[src/rtl/fir_pkg.sv]
//------------------------------------------------------------------------------
// fir_pkg
//   Types and constants shared by the FIR filter and its coefficient loader.
//   Holds the coefficient-transmitter state enum, the tap-to-coefficient
//   count helper and the default word width / tap count used by the filter.
//   Revision: 1.0 - initial release
//------------------------------------------------------------------------------
`default_nettype none

package fir_pkg;

  // Default filter geometry, kept in one place so filter and loader agree.
  localparam int DEF_DATA_WIDTH = 12;
  localparam int DEF_NTAPS      = 9;

  // Coefficient transmitter states.
  typedef enum logic [1:0] {
    IDLE  = 2'd0,
    WAIT  = 2'd1,
    SHIFT = 2'd2
  } coeff_tx_state_e;

  // A symmetric filter with nTaps (odd) taps stores only half the
  // coefficients plus the centre tap.
  function automatic int ncoeffs(input int nTaps);
    return (nTaps + 1) / 2;
  endfunction

endpackage

`default_nettype wire

[src/rtl/fir_coeff_bank.sv]
//------------------------------------------------------------------------------
// fir_coeff_bank
//   Host-writable coefficient register file. Each word is written when
//   i_wr_en is high and i_wr_addr selects it; addresses at or beyond
//   NCoeffs match no entry and are dropped. All words are presented at
//   once on o_snap, word k at bits [k*DataWidth +: DataWidth], so the
//   highest-index word sits at the MSB end.
//   Ports:
//     clk, rstN          clock, synchronous active-low reset (clears bank)
//     i_wr_en            write strobe
//     i_wr_addr          word index
//     i_wr_data          word value
//     o_snap             flattened NCoeffs*DataWidth view of the bank
//   Revision: 1.0 - initial release
//------------------------------------------------------------------------------
`default_nettype none

module fir_coeff_bank #(
  parameter int DataWidth = 12,
  parameter int NCoeffs   = 5,
  parameter int AddrWidth = 3
) (
  input  logic                           clk,
  input  logic                           rstN,
  input  logic                           i_wr_en,
  input  logic [AddrWidth-1:0]           i_wr_addr,
  input  logic [DataWidth-1:0]           i_wr_data,
  output logic [NCoeffs*DataWidth-1:0]   o_snap
);

  for (genvar i = 0; i < NCoeffs; i++) begin : g_entry
    localparam logic [AddrWidth-1:0] c_idx = AddrWidth'(i);
    logic [DataWidth-1:0] r_word;

    always_ff @(posedge clk) begin
      if (!rstN) begin
        r_word <= '0;
      end else if (i_wr_en && (i_wr_addr == c_idx)) begin
        r_word <= i_wr_data;
      end
    end

    assign o_snap[i*DataWidth +: DataWidth] = r_word;
  end

endmodule

`default_nettype wire

[src/rtl/fir_coeff_tx.sv]
//------------------------------------------------------------------------------
// fir_coeff_tx
//   Bit-serial coefficient transmitter for the FIR filter load port.
//   On load_req the coefficient bank is snapshotted (once the filter is idle)
//   and shifted out MSB-first, highest word first, one bit per cycle with
//   coeff_load_in high for the whole transfer. Sample starts are only passed
//   to the filter while idle so a load never overlaps a MAC run.
//   Ports:
//     clk, rstN                 clock, synchronous active-low reset
//     wr_en/wr_addr/wr_data     host bank write
//     load_req                  request a transfer (level, sampled per cycle)
//     busy, load_done           transfer status / completion pulse
//     start_in, fir_start       host start request / start to filter
//     start_ok                  high while starts are accepted (IDLE)
//     fir_done                  filter completion pulse
//     coeff_load_in, coeff_in   serial coefficient stream to the filter
//   Revision: 1.0 - initial release
//------------------------------------------------------------------------------
`default_nettype none

module fir_coeff_tx
  import fir_pkg::*;
#(
  parameter  int DataWidth = DEF_DATA_WIDTH,
  parameter  int NTaps     = DEF_NTAPS,
  localparam int NCoeffs   = ncoeffs(NTaps),
  localparam int AddrWidth = (NCoeffs > 1) ? $clog2(NCoeffs) : 1
) (
  input  logic                 clk,
  input  logic                 rstN,
  input  logic                 wr_en,
  input  logic [AddrWidth-1:0] wr_addr,
  input  logic [DataWidth-1:0] wr_data,
  input  logic                 load_req,
  output logic                 busy,
  output logic                 load_done,
  input  logic                 start_in,
  output logic                 fir_start,
  output logic                 start_ok,
  input  logic                 fir_done,
  output logic                 coeff_load_in,
  output logic                 coeff_in
);

  localparam int TotalBits = NCoeffs * DataWidth;
  localparam int CntWidth  = $clog2(TotalBits);
  localparam logic [CntWidth-1:0] c_last_cnt = CntWidth'(TotalBits - 1);

  // The filter's symmetric coefficient folding requires an odd tap count.
  if (NTaps % 2 == 0) begin : g_ntaps_even
    $error("fir_coeff_tx: NTaps must be odd");
  end

  coeff_tx_state_e         r_state;
  logic                    r_fir_busy;
  logic [TotalBits-1:0]    r_shift;
  logic [CntWidth-1:0]     r_cnt;
  logic                    r_coeff_load;
  logic                    r_coeff_bit;
  logic                    r_load_done;

  logic [TotalBits-1:0]    w_snap;
  logic                    w_start_ok;
  logic                    w_fir_start;
  logic                    w_busy_clear;
  logic                    w_take_snap;

  fir_coeff_bank #(
    .DataWidth (DataWidth),
    .NCoeffs   (NCoeffs),
    .AddrWidth (AddrWidth)
  ) u_bank (
    .clk       (clk),
    .rstN      (rstN),
    .i_wr_en   (wr_en),
    .i_wr_addr (wr_addr),
    .i_wr_data (wr_data),
    .o_snap    (w_snap)
  );

  assign w_start_ok  = (r_state == IDLE);
  assign w_fir_start = start_in & w_start_ok;

  // fir_start cannot fire outside IDLE, so in WAIT the busy flag is free
  // after this edge whenever it is already clear or fir_done is arriving.
  // Leaving WAIT on that condition sends the first bit on the cycle right
  // after fir_done.
  assign w_busy_clear = !r_fir_busy || fir_done;

  // A start request in the same cycle as load_req takes priority.
  assign w_take_snap = ((r_state == IDLE) && load_req && !start_in && !r_fir_busy) ||
                       ((r_state == WAIT) && w_busy_clear);

  always_ff @(posedge clk) begin
    if (!rstN) begin
      r_state      <= IDLE;
      r_fir_busy   <= 1'b0;
      r_shift      <= '0;
      r_cnt        <= '0;
      r_coeff_load <= 1'b0;
      r_coeff_bit  <= 1'b0;
      r_load_done  <= 1'b0;
    end else begin
      r_load_done <= 1'b0;

      // Set wins over clear when both happen together.
      if (w_fir_start) begin
        r_fir_busy <= 1'b1;
      end else if (fir_done) begin
        r_fir_busy <= 1'b0;
      end

      if (w_take_snap) begin
        // The first bit goes out straight from the snapshot; the rest are
        // queued MSB-aligned in the shift register.
        r_state      <= SHIFT;
        r_coeff_load <= 1'b1;
        r_coeff_bit  <= w_snap[TotalBits-1];
        r_shift      <= {w_snap[TotalBits-2:0], 1'b0};
        r_cnt        <= '0;
      end else begin
        case (r_state)
          IDLE: begin
            if (load_req) begin
              r_state <= WAIT;
            end
          end
          WAIT: begin
            r_state <= WAIT;
          end
          SHIFT: begin
            if (r_cnt == c_last_cnt) begin
              r_state      <= IDLE;
              r_coeff_load <= 1'b0;
              r_coeff_bit  <= 1'b0;
              r_load_done  <= 1'b1;
              r_cnt        <= '0;
            end else begin
              r_cnt       <= r_cnt + 1'b1;
              r_coeff_bit <= r_shift[TotalBits-1];
              r_shift     <= {r_shift[TotalBits-2:0], 1'b0};
            end
          end
          default: begin
            r_state <= IDLE;
          end
        endcase
      end
    end
  end

  assign busy          = (r_state != IDLE);
  assign load_done     = r_load_done;
  assign start_ok      = w_start_ok;
  assign fir_start     = w_fir_start;
  assign coeff_load_in = r_coeff_load;
  assign coeff_in      = r_coeff_bit;

endmodule

`default_nettype wire

[config.mk]
export PLATFORM = sky130hd
export DESIGN_NAME = fir_coeff_tx
export DESIGN_NICKNAME = d
export VERILOG_FILES = /design/src/rtl/fir_pkg.sv /design/src/rtl/fir_coeff_bank.sv /design/src/rtl/fir_coeff_tx.sv
export SDC_FILE = /design/constraint.sdc
export NUM_CORES = 1
export LEC_CHECK = 0
export CORE_MARGIN = 4
export CORE_UTILIZATION = 30
export CTS_CLUSTER_DIAMETER = 200
export DETAILED_ROUTE_END_ITERATION = 8
export PLACE_DENSITY = 0.53
export SETUP_SLACK_MARGIN = 0.5
export SYNTH_ARGS = -nofsm -noshare
export SYNTH_HDL_FRONTEND = slang
export SYNTH_HIERARCHICAL = 1
export SYNTH_SLANG_ARGS = --single-unit
[constraint.sdc]
create_clock -name clk -period 2.1 [get_ports clk]
set_clock_uncertainty 0.1 [all_clocks]
set_input_delay 0.21 -clock clk [delete_from_list [all_inputs] [get_ports clk]]
set_output_delay 0.21 -clock clk [all_outputs]
set_load 0.01 [all_outputs]
==> results of run 1 <==
-- metrics by stage --
| stage | util | hold slack [ns] | setup WS [ns] | total power [mW] | cells |
|---|---|---|---|---|---|
| floorplan | - | 0.272 | 0.502 | 4.12 | 544 |
| global placement | 0.340 | 0.342 | 0.0354 | 4.49 | 772 |
| detailed placement | 0.340 | 0.355 | 0.0205 | 4.52 | 772 |
| CTS | 0.413 | 0.129 | 0.307 | 8.23 | 833 |
| global route | 0.439 | 0.163 | 0.262 | 8.92 | 843 |
| finish | 0.439 | 0.159 | 0.322 | 8.57 | 843 |
-- cells by family after synthesis --
family                     after synthesis  synth area share
and+or+nand+nor                        228             0.182
DFF                                    131             0.475
AOI/OAI and AO/OA                       71             0.175
muxes                                   61             0.110
buffers and inverters                   50            0.0521
xor gates and xnor gates                 2           0.00317
adders and majority gates                1           0.00226
-- final cells by class --
| cell class | count | area share |
|---|---|---|
| inverters | 1 | 0.000475 |
| flip-flops and latches | 131 | 0.333 |
| repair buffers | 86 | 0.162 |
| clock buffers | 24 | 0.0647 |
| multi-input cells | 364 | 0.388 |
| well taps | 229 | 0.0362 |
| clock inverters | 8 | 0.0153 |
-- path summary, 6_finish.rpt --
check	from	end	slack, ns	cells past startpoint
max reg2reg	r_fir_busy	r_shift[3]	0.32	6
min reg2reg	u_bank/g_entry[4].r_word[11]	u_bank/g_entry[4].r_word[11]	0.36	2
min	rstN	r_shift[20]	0.16	3
max	r_fir_busy	r_shift[3]	0.32	6
-- power groups by stage --
stage | registers (mW) | logic [mW] | clock network (mW)
2_1_floorplan | 2.99 | 1.12 | 0
3_3_place_gp | 3.04 | 1.44 | 0
3_5_place_dp | 3.05 | 1.47 | 0
4_1_cts | 3.02 | 2.04 | 3.18
5_1_grt | 3.09 | 2.54 | 3.29
6_report | 3.06 | 2.38 | 3.13
-- flip-flops by register name, summed over array words and instances, names as in the netlist --
name / flops
coeff_load_in: 1
r_state: 2
r_cnt: 6
load_done: 1
coeff_in: 1
r_fir_busy: 1
r_shift: 59
u_bank/g_entry.r_word: 60
-- cells in the final DEF (no fill, tap or decap), drive strengths merged, types with 2 or more instances in the layout --
| cell | netlist | layout |
|---|---|---|
| o21ai | 2 | 2 |
| a31oi | 2 | 2 |
| nand4bb | 2 | 2 |
| a31o | 2 | 3 |
| nand2b | 2 | 2 |
| dlygate4sd2 | 0 | 3 |
| a21boi | 2 | 2 |
| or3b | 2 | 2 |
| clkinv | 0 | 4 |
| dfxtp | 131 | 131 |
| nor2 | 65 | 65 |
| nor2b | 2 | 2 |
| clkdlybuf4s50 | 0 | 20 |
| o221ai | 58 | 58 |
| mux2i | 61 | 61 |
| nand3 | 4 | 4 |
| nor3 | 62 | 62 |
| a21oi | 2 | 2 |
| and2 | 3 | 3 |
| clkbuf | 17 | 29 |
| bufinv | 0 | 3 |
| nand2 | 81 | 81 |
| buf | 32 | 57 |
-- what timing repair did --
| item | CTS | global route |
|---|---|---|
| hold endpoints to repair | 0 | 0 |
| gates resized for setup | 55 | 68 |
| cloned | 13 | 4 |
| buffers inserted | 16 | 6 |
| endpoints found under the setup margin | 74 | 68 |
| pin swaps | 28 | 26 |
-- layer usage --
layer | wire (um) | track usage | up-vias
li1 | - | - | 2094
met1 | 6990 | 0.197 | 2154
met2 | 7910 | 0.255 | 76
met4 | 176 | 0.0421 | 0
met3 | 504 | 0.0409 | 13
met5 | 0 | 0 | -
-- worst max-delay path: stages (launching register included) --
cell and delay (ns):
dfxtp_2 0.32, or3b_4 0.41, a31o_4 0.34, buf_12 0.16
buf_16 0.13, o221ai_4 0.16, nor2_1 0.05
==> summary.md, run 1 <==
| Metric | Value |
|---|---|
| Iteration count of the initial detailed-routing pass | 5 |
| First-pass GRT wire length | 24300 um |
| Max VDD drop | 0.642 mV |
| HPWL Detailed | 8310 um |
| Mapped Area | 5530 um2 |
| Synthesized netlist net count | 566 |
| Number of antenna diodes | 0 |
| Iter 0 DRT Violations | 249 |
| Data arrival, critical path | 1.97 ns |
| Proportion of total power due to net switching | 0.286 |
| Most frequently used cell type in the post-synthesis netlist | dfxtp_1 |
| Pwr per Cell Area | 1080 nW/um2 |
| Core area | 18000 um2 |
| Clock-pin slew on the worst setup and hold paths | 0.06 ns |
| Max-slew violation count | 0 |
| Number of vias per cell after detailed routing | 5.14 |
| Boundary Pins | 27 |
| Total DRC errors in the routed layout | 0 |
| Synth async-reset ratio | 0 |
| Start-to-end type of the worst setup path | reg -> reg |
| Finished Cell Area | 7910 um2 |
| ANT nets after route | 0 |
| Fillers | 1689 |
| Portion of total power attributed to combinational logic | 0.277 |
| Post-Synthesis Mean Instance Area | 10.2 um2 |
| Initial core utilization | 0.307 |
| Number of global-route vias before repair | 4353 |
| Die outline width | 144 um |
| Final global-route overflow total | 0 |
| Number of flops mapped to enable cells by yosys | 0 |
| Num CTS Buffers | 17 |
| Flip-flop and latch count after synthesis | 131 |
| Combined flip-flop and latch cell area | 2630 um2 |
| Register area share after synthesis | 0.475 |
| Total number of nets in the final design | 623 |
| Net switching power | 2.45 mW |
| Synth cell count leaders | 131 x dfxtp_1, 81 x nand2_1, 65 x nor2_1 |
| Tcrit/Tclk final | 0.847 |
| Class of the worst hold path | in -> reg |
| Unrepaired setup endpoints after global routing | true |
| Share of Yosys cell area claimed by the top area cell type | 0.475 |
| Clock Latency Late Sink | 0.41 ns |
| Num rows | 49 |
| Count of H-tree levels built during CTS | 4 |
| CTS tree | done |
| Maximum clock rate | 562 MHz |
| Quantity of hold-fixing buffers added after cts | 0 |
| Layout Area Growth over Synthesis | 43.1% |
| Setup violators final | 0 |
| Port-buffer cells | 26 |
| Area of the die | 20700 um2 |
| Minimum clock period after layout | 1.78 ns |
| Startpoint type of the worst setup path | flop |
| Total clock sinks | 131 |
| Status | finished, final reports clean |
| Number of endpoints with negative hold slack in the final report | 0 |
| Placer Congestion | 0.735 |
| Vias | 4337 |
| Post-synth top area cell | dfxtp_1 |
| Internal power of the cells | 6.11 mW |
| Area post-placement | 6120 um2 |
| Maximum number of pins on one net before global-route repair | 40 |
| Total leakage power | 3.08 nW |
| Clock Root Buffer | clkbuf_16 |
| Summed negative setup slack over all endpoints | 0 ns |
| Global routing usage summed across all routing layers | 0.153 |
| Most common flop cell mapped by yosys | dfxtp_1 |
| Routed Wire Length | 15600 um |
| Area contributors post-synth | dfxtp_1 47%, o221ai_2 15%, mux2i_1 11% |
| Combined area of the multi-input logic cells | 3070 um2 |
| Clock Path Buffers | 2 |
| Slew margin rel. | 0.677 |
| Portion of total power attributed to sequential cells | 0.357 |
| CP Capture Type | flop |
| Worst-margin pin slew | 0.484 ns |
| Clock power frac | 0.365 |
| Height of the chip | 144 um |
| Required time at the worst-slack endpoint | 2.30 ns |
| Per-cell routed wire length | 18.5 um |
| Fraction of final layout cells with drive strength greater than 1 | 0.360 |
| Gate count after technology mapping | 544 |
| Max-Cap Viols | 0 |
| Count of distinct cell types in the synthesized netlist | 38 |
| Number of antenna violations at the first check in global routing | 0 |
| Worst-path fanout max | 6 |
| Warning count from the yosys run | 6 |
No activity file was read; power rests on OpenSTA's default activity.
==> inputs of run 2 (changes only) <==
==> constraint.sdc (replaced) <==
create_clock -name clk -period 1.65 [get_ports clk]
set_clock_uncertainty 0.1 [all_clocks]
set_input_delay 0.165 -clock clk [delete_from_list [all_inputs] [get_ports clk]]
set_output_delay 0.165 -clock clk [all_outputs]
set_load 0.01 [all_outputs]
==> run 2 against run 1 <==
- the run now ends with negative setup slack left
- non-clock buffer count increased by 8
- power increased by 29%
- utilization increased by 0.38 points
==> summary.md, run 2 (synthesis results as in run 1) <==
| Metric | Value |
|---|---|
| Routed Wire Length | 16900 um (+8.2%) |
| Final global-route overflow total | 0 (unchanged) |
| Clock Path Buffers | 2 (unchanged) |
| Vias | 4479 (+3.3%) |
| Post-Place Cells | 790 (+2.3%) |
| Max reg flops | 60 (unchanged) |
| Clock Root Buffer | clkbuf_16 |
| Delay of the slowest critical-path stage | 0.42 ns (about the same) |
| Clock-pin slew on the worst setup and hold paths | 0.06 ns (about the same) |
| Number of antenna diodes | 0 (unchanged) |
| Start-to-end type of the worst setup path | reg -> reg |
| Total clock sinks | 131 (unchanged) |
| Total leakage power | 3.10 nW (+0.78%) |
| Worst setup slack after layout | -0.0876 ns (-0.409 ns) |
| Layout Area Growth over Synthesis | 44.4% |
| Boundary Pins | 27 (unchanged) |
| Slew margin rel. | 0.763 (+0.0859) |
| Height of the chip | 144 um (unchanged) |
| Worst path top cell family by delay | simple AND/OR/NAND/NOR gates |
| Iter 0 DRT Violations | 234 (-6.0%) |
| DP Worst Slack | -0.409 ns (-0.429 ns) |
| Max stage delay cell, worst path | or3b_4 |
| Port-buffer cells | 26 (unchanged) |
| Max-Cap Viols | 0 (unchanged) |
| Placer Congestion | 0.761 (+3.5%) |
| Status | finished with violations |
| Number of global-route vias before repair | 4597 (+5.6%) |
| Ordered list of cells on the worst path | or3b_4, a31oi_4, buf_4, clkbuf_16, nor3_2, nor2_1 |
| Num rows | 49 (unchanged) |
| First-pass GRT wire length | 24500 um (+0.48%) |
| Tcrit/Tclk final | 1.05 (+0.206) |
| Total number of nets in the final design | 631 (+1.3%) |
| Quantity of hold-fixing buffers added after cts | 0 (unchanged) |
| Worst-margin pin slew | 0.355 ns (-0.129 ns) |
| Top library cells by usage in the layout, fill and taps aside | 123 x dfxtp_1, 79 x nand2_1, 62 x nor2_1 |
| Count of H-tree levels built during CTS | 4 (unchanged) |
| Number of vias per cell after detailed routing | 5.27 (+2.4%) |
| Startpoint type of the worst setup path | flop |
| Data arrival, critical path | 1.99 ns (+0.02 ns) |
| Worst-path fanout max | 20 (+14) |
| Die outline width | 144 um (unchanged) |
| Unrepaired setup endpoints after global routing | true |
| HPWL Detailed | 8940 um (+7.5%) |
| Total DRC errors in the routed layout | 0 (unchanged) |
| Fraction of final layout cells with drive strength greater than 1 | 0.388 (+0.0281) |
| Leading cell type in the layout, fill and taps excluded | dfxtp_1 |
| Reg with most FFs | u_bank/g_entry.r_word |
| Violated checks | negative setup slack |
| Pwr per Cell Area | 1390 nW/um2 (+28%) |
| Per-cell routed wire length | 19.8 um (+7.3%) |
| Clock Latency Late Sink | 0.42 ns (about the same) |
| CTS tree | done |
| Iteration count of the initial detailed-routing pass | 7 (+2) |
| Class of the worst hold path | in -> reg |
| Max VDD drop | 0.809 mV (+26%) |
| Setup violators final | 58 (+58) |
| Number of endpoints with negative hold slack in the final report | 0 (unchanged) |
| Core area | 18000 um2 (unchanged) |
| CP Capture Type | flop |
| Final instance count without filler cells | 850 (+0.83%) |
| Initial core utilization | 0.307 (unchanged) |
| Num CTS Buffers | 17 (unchanged) |
| Required time at the worst-slack endpoint | 1.90 ns (-0.40 ns) |
| Area of the die | 20700 um2 (unchanged) |
| Largest registers ranked by flip-flop count | u_bank/g_entry.r_word: 60 flops, r_shift: 59 flops, r_cnt: 6 flops |
| Global routing usage summed across all routing layers | 0.153 (-0.000710) |
| Number of antenna violations at the first check in global routing | 0 (unchanged) |
| Maximum number of pins on one net before global-route repair | 41 (+2.5%) |
| Minimum clock period after layout | 1.74 ns (-0.0407 ns) |
| Maximum clock rate | 576 MHz (+2.3%) |
| Bufs and invs on worst path | 2 (unchanged) |
| ANT nets after route | 0 (unchanged) |
| Max-slew violation count | 0 (unchanged) |
==> run 2: cell count changes in the layout (fill, tap and decap cells not counted), moves of 5 or more <==
cell	before	now
buf_4	17	27
buf_16	13	5
buf_6	8	15
clkbuf_16	21	26
clkdlybuf4s50_1	20	15
nor3_1	18	13
==> run 2: path summary, 6_finish.rpt <==
path | start | end | slack [ns] | depth (start not counted)
setup / recovery | r_fir_busy | r_shift[44] | -0.09 | 6
hold / removal | rstN | r_shift[45] | 0.05 | 3
setup reg to reg | r_fir_busy | r_shift[44] | -0.09 | 6
hold reg to reg | u_bank/g_entry[0].r_word[0] | r_shift[1] | 0.35 | 2
==> run 2: cell type report <==
| class | instances | area (um2) |
|---|---|---|
| Fill cell | 1705 | 10000 |
| Clock buffer | 22 | 464 |
| Multi-Input combinational cell | 364 | 3120 |
| Inverter | 1 | 3.75 |
| Clock inverter | 9 | 178 |
| Sequential cell | 131 | 2640 |
| Timing Repair Buffer | 94 | 1280 |
| Tap cell | 229 | 287 |
==> run 2: worst min-delay path, cell delays in order <==
cell      delay, ns
buf_4          0.21
o221ai_2       0.09
nor2_1         0.05
==> run 2: report_power, final <==
part | switching, mW | internal, mW | leakage [nW]
logic | 1.47 | 1.54 | 1.73
clock network | 1.37 | 2.75 | 0.302
registers | 0.389 | 3.55 | 1.07
==> run 2: through the flow <==
| stage | hold slack (ns) | TNS [ns] | power (mW) | util | instance area (um2) |
|---|---|---|---|---|---|
| final | 0.0500 | -1.76 | 11.1 | 0.443 | 7980 |
| after global routing | 0.0619 | -4.65 | 11.5 | 0.443 | 7980 |
| after CTS | 0.0262 | -0.117 | 10.5 | 0.418 | 7540 |
| after detailed placement | 0.348 | -24.25 | 5.81 | 0.350 | 6310 |
| after global placement | 0.336 | -22.61 | 5.76 | 0.350 | 6310 |
| after floorplan | 0.234 | 0 | 5.25 | - | 5620 |
==> run 2: routing by layer <==
metal	global-route usage	routed length (um)	vias up	share of wire
met2	0.266	8260	77	0.49
li1	-	-	2103	-
met1	0.185	7670	2272	0.45
met4	0.0481	331	0	0.020
met5	0	0	-	0
met3	0.0376	599	27	0.036
==> run 2: repair_timing <==
action / in CTS / in global routing
resized for setup: 127 / 29
gates cloned: 4 / 13
setup endpoints to repair: 98 / 76
endpoints found under the hold margin: 0 / 0
pin swaps: 14 / 29
buffers inserted: 9 / 3
==> inputs of run 3 (changes only) <==
--- a/config.mk
+++ b/config.mk
@@ -5,12 +5,12 @@
 export SDC_FILE = /design/constraint.sdc
 export NUM_CORES = 1
 export LEC_CHECK = 0
-export CORE_MARGIN = 4
 export CORE_UTILIZATION = 30
 export CTS_CLUSTER_DIAMETER = 200
 export DETAILED_ROUTE_END_ITERATION = 8
 export PLACE_DENSITY = 0.53
 export SETUP_SLACK_MARGIN = 0.5
+export SKIP_LAST_GASP = 1
 export SYNTH_ARGS = -nofsm -noshare
 export SYNTH_HDL_FRONTEND = slang
 export SYNTH_HIERARCHICAL = 1
==> run 3 against run 2 <==
- critical path depth did not move
- cell area shrank 8.6%
- die area shrank 8.2%
- largest power group unchanged
- sequential share of layout area is 3.1 points higher
- flip-flop and latch count stayed put
- sequential power down 2%
- the flow still finishes with violations (negative setup slack)
- clock-buffer cell count stayed put
==> summary.md, run 3 (synthesis results as in run 1) <==
| Metric | Value |
|---|---|
| Status | finished with violations |
| Violated checks | negative setup slack |
| Leading cell type in the layout, fill and taps excluded | dfxtp_1 |
| Iter 0 DRT Violations | 206 (-12%) |
| Layout Area Growth over Synthesis | 32.0% |
| Number of global-route vias before repair | 4306 (-6.3%) |
| Number of antenna diodes | 0 (unchanged) |
| Initial core utilization | 0.307 (unchanged) |
| Worst-path fanout max | 8 (-60%) |
| CP Capture Type | flop |
| Critical path depth in cells | 6 (unchanged) |
| Data arrival, critical path | 1.86 ns (-0.13 ns) |
| Max reg flops | 60 (unchanged) |
| Quantity of hold-fixing buffers added after cts | 0 (unchanged) |
| Hold path startpoint | rstN |
| Required time at the worst-slack endpoint | 1.85 ns (-0.05 ns) |
| Reg with most FFs | u_bank/g_entry.r_word |
| Summed negative setup slack over all endpoints | -0.0170 ns (+1.74 ns) |
| Worst-margin pin slew | 0.335 ns (-0.0205 ns) |
| Final global-route overflow total | 0 (unchanged) |
| Ordered list of cells on the worst path | ha_4, and3b_2, a31o_4, buf_12, o221ai_2, nor2_1 |
| Slew margin rel. | 0.777 (+0.0137) |
| Routed Wire Length | 13800 um (-18%) |
| CTS tree | done |
| Core area | 18000 um2 (unchanged) |
| Number of vias per cell after detailed routing | 5.03 (-4.6%) |
| Worst hold stages | 3 (unchanged) |
| Total leakage power | 2.87 nW (-7.5%) |
| Per-cell routed wire length | 16.7 um (-16%) |
| Delay of the slowest critical-path stage | 0.33 ns (-0.09 ns) |
| Post-layout total power | 10.1 mW (-8.6%) |
| Iteration count of the initial detailed-routing pass | 4 (-3) |
| Worst setup slack after layout | -0.0124 ns (+0.0752 ns) |
| Top library cells by usage in the layout, fill and taps aside | 125 x dfxtp_1, 80 x nand2_1, 63 x nor2_1 |
| Global routing usage summed across all routing layers | 0.156 (+0.00342) |
| Placer Congestion | 0.771 (+1.3%) |
| DP Worst Slack | -0.358 ns (+0.0504 ns) |
| Num rows | 49 (unchanged) |
| Height of the chip | 138 um (-4.2%) |
| Maximum number of pins on one net before global-route repair | 44 (+7.3%) |
| Largest registers ranked by flip-flop count | u_bank/g_entry.r_word: 60 flops, r_shift: 59 flops, r_cnt: 6 flops |
| Post-Place Cells | 789 (-0.13%) |
| Beginning of the worst register-to-register path | r_cnt[1] |
| Cells on worst reg2reg path | 6 (unchanged) |
| Unrepaired setup endpoints after global routing | true |
| Boundary Pins | 27 (unchanged) |
| Area of the die | 19000 um2 (-8.2%) |
| Pwr per Cell Area | 1390 nW/um2 (about the same) |
| Max-slew violation count | 0 (unchanged) |
| Clock-pin slew on the worst setup and hold paths | 0.06 ns (about the same) |
| Total number of nets in the final design | 611 (-3.2%) |
| Post-layout utilization of the core | 0.405 (-0.0380) |
| Worst flop-to-flop path endpoint | r_shift[32] |
| Clock Path Buffers | 2 (unchanged) |
| Min Hold Slack | 0.0634 ns (+0.0134 ns) |
| ANT nets after route | 0 (unchanged) |
| Clock Latency Late Sink | 0.41 ns (about the same) |
| Number of endpoints with negative hold slack in the final report | 0 (unchanged) |
| Final instance count without filler cells | 831 (-2.2%) |
| Max VDD drop | 0.717 mV (-11%) |
| Minimum clock period after layout | 1.66 ns (-0.0752 ns) |
| Count of H-tree levels built during CTS | 4 (unchanged) |
| HPWL Detailed | 8750 um (-2.1%) |
| Setup violators final | 2 (-97%) |
| Worst path top cell family by delay | compound AO/OA/AOI/OAI gates |
| Port-buffer cells | 26 (unchanged) |
| Fraction of final layout cells with drive strength greater than 1 | 0.291 (-0.0974) |
| Number of antenna violations at the first check in global routing | 0 (unchanged) |
| Class of the worst hold path | in -> reg |
| Num CTS Buffers | 17 (unchanged) |
| Die outline width | 138 um (-4.2%) |
| Area post-placement | 6320 um2 (+0.28%) |
| Bufs and invs on worst path | 1 (-1) |
| Tcrit/Tclk final | 1.01 (-0.0456) |
| Start-to-end type of the worst setup path | reg -> reg |
| Maximum clock rate | 602 MHz (+4.5%) |
| Finished Cell Area | 7290 um2 (-8.6%) |
| Max stage delay cell, worst path | dfxtp_2 |
| Clock Root Buffer | clkbuf_16 |
| Total clock sinks | 131 (unchanged) |
| Vias | 4179 (-6.7%) |
| Max-Cap Viols | 0 (unchanged) |
| Startpoint type of the worst setup path | flop |
| Minimum setup slack among reg-to-reg paths | -0.01 ns (+0.08 ns) |
| Total DRC errors in the routed layout | 0 (unchanged) |
| First-pass GRT wire length | 22500 um (-7.9%) |
| Hold Crit Endpoint | r_shift[12] |
-- run 3: worst min-delay path, stage by stage --
cell	delay (ns)
buf_4	0.22
o221ai_2	0.09
nor2_1	0.04
-- run 3: where the power goes --
part / switching, mW / internal, mW / total [mW]
clock network: 1.33 / 2.79 / 4.12
registers: 0.300 / 3.54 / 3.84
logic: 1.10 / 1.04 / 2.14
-- run 3: repair_timing --
action | in CTS | in global routing
resized for setup | 59 | 22
pin swaps | 5 | 3
buffers inserted | 2 | 4
gates cloned | 1 | 3
setup endpoints to repair | 98 | 75
-- run 3: how the worst max path moves through the flow --
stage,from,end
floorplan,r_cnt[0],r_shift[22]
finish,r_cnt[1],r_shift[32]
global route,r_fir_busy,r_shift[56]
global placement,load_req,r_shift[19]
CTS,r_cnt[1],r_shift[19]
detailed placement,load_req,r_shift[56]
-- run 3: routing by layer --
layer  routed length, um  GRT usage
met1                6590      0.194
met2                6760      0.264
met3                 314     0.0316
met4                 172     0.0574
met5                   0          0
-- run 3: layout make-up --
cell class / instances / area, um2
Timing Repair Buffer: 75 / 926
Clock inverter: 10 / 178
Inverter: 1 / 3.75
Sequential cell: 131 / 2640
Tap cell: 229 / 287
Fill cell: 1758 / 10700
Clock buffer: 22 / 474
Multi-Input combinational cell: 363 / 2790
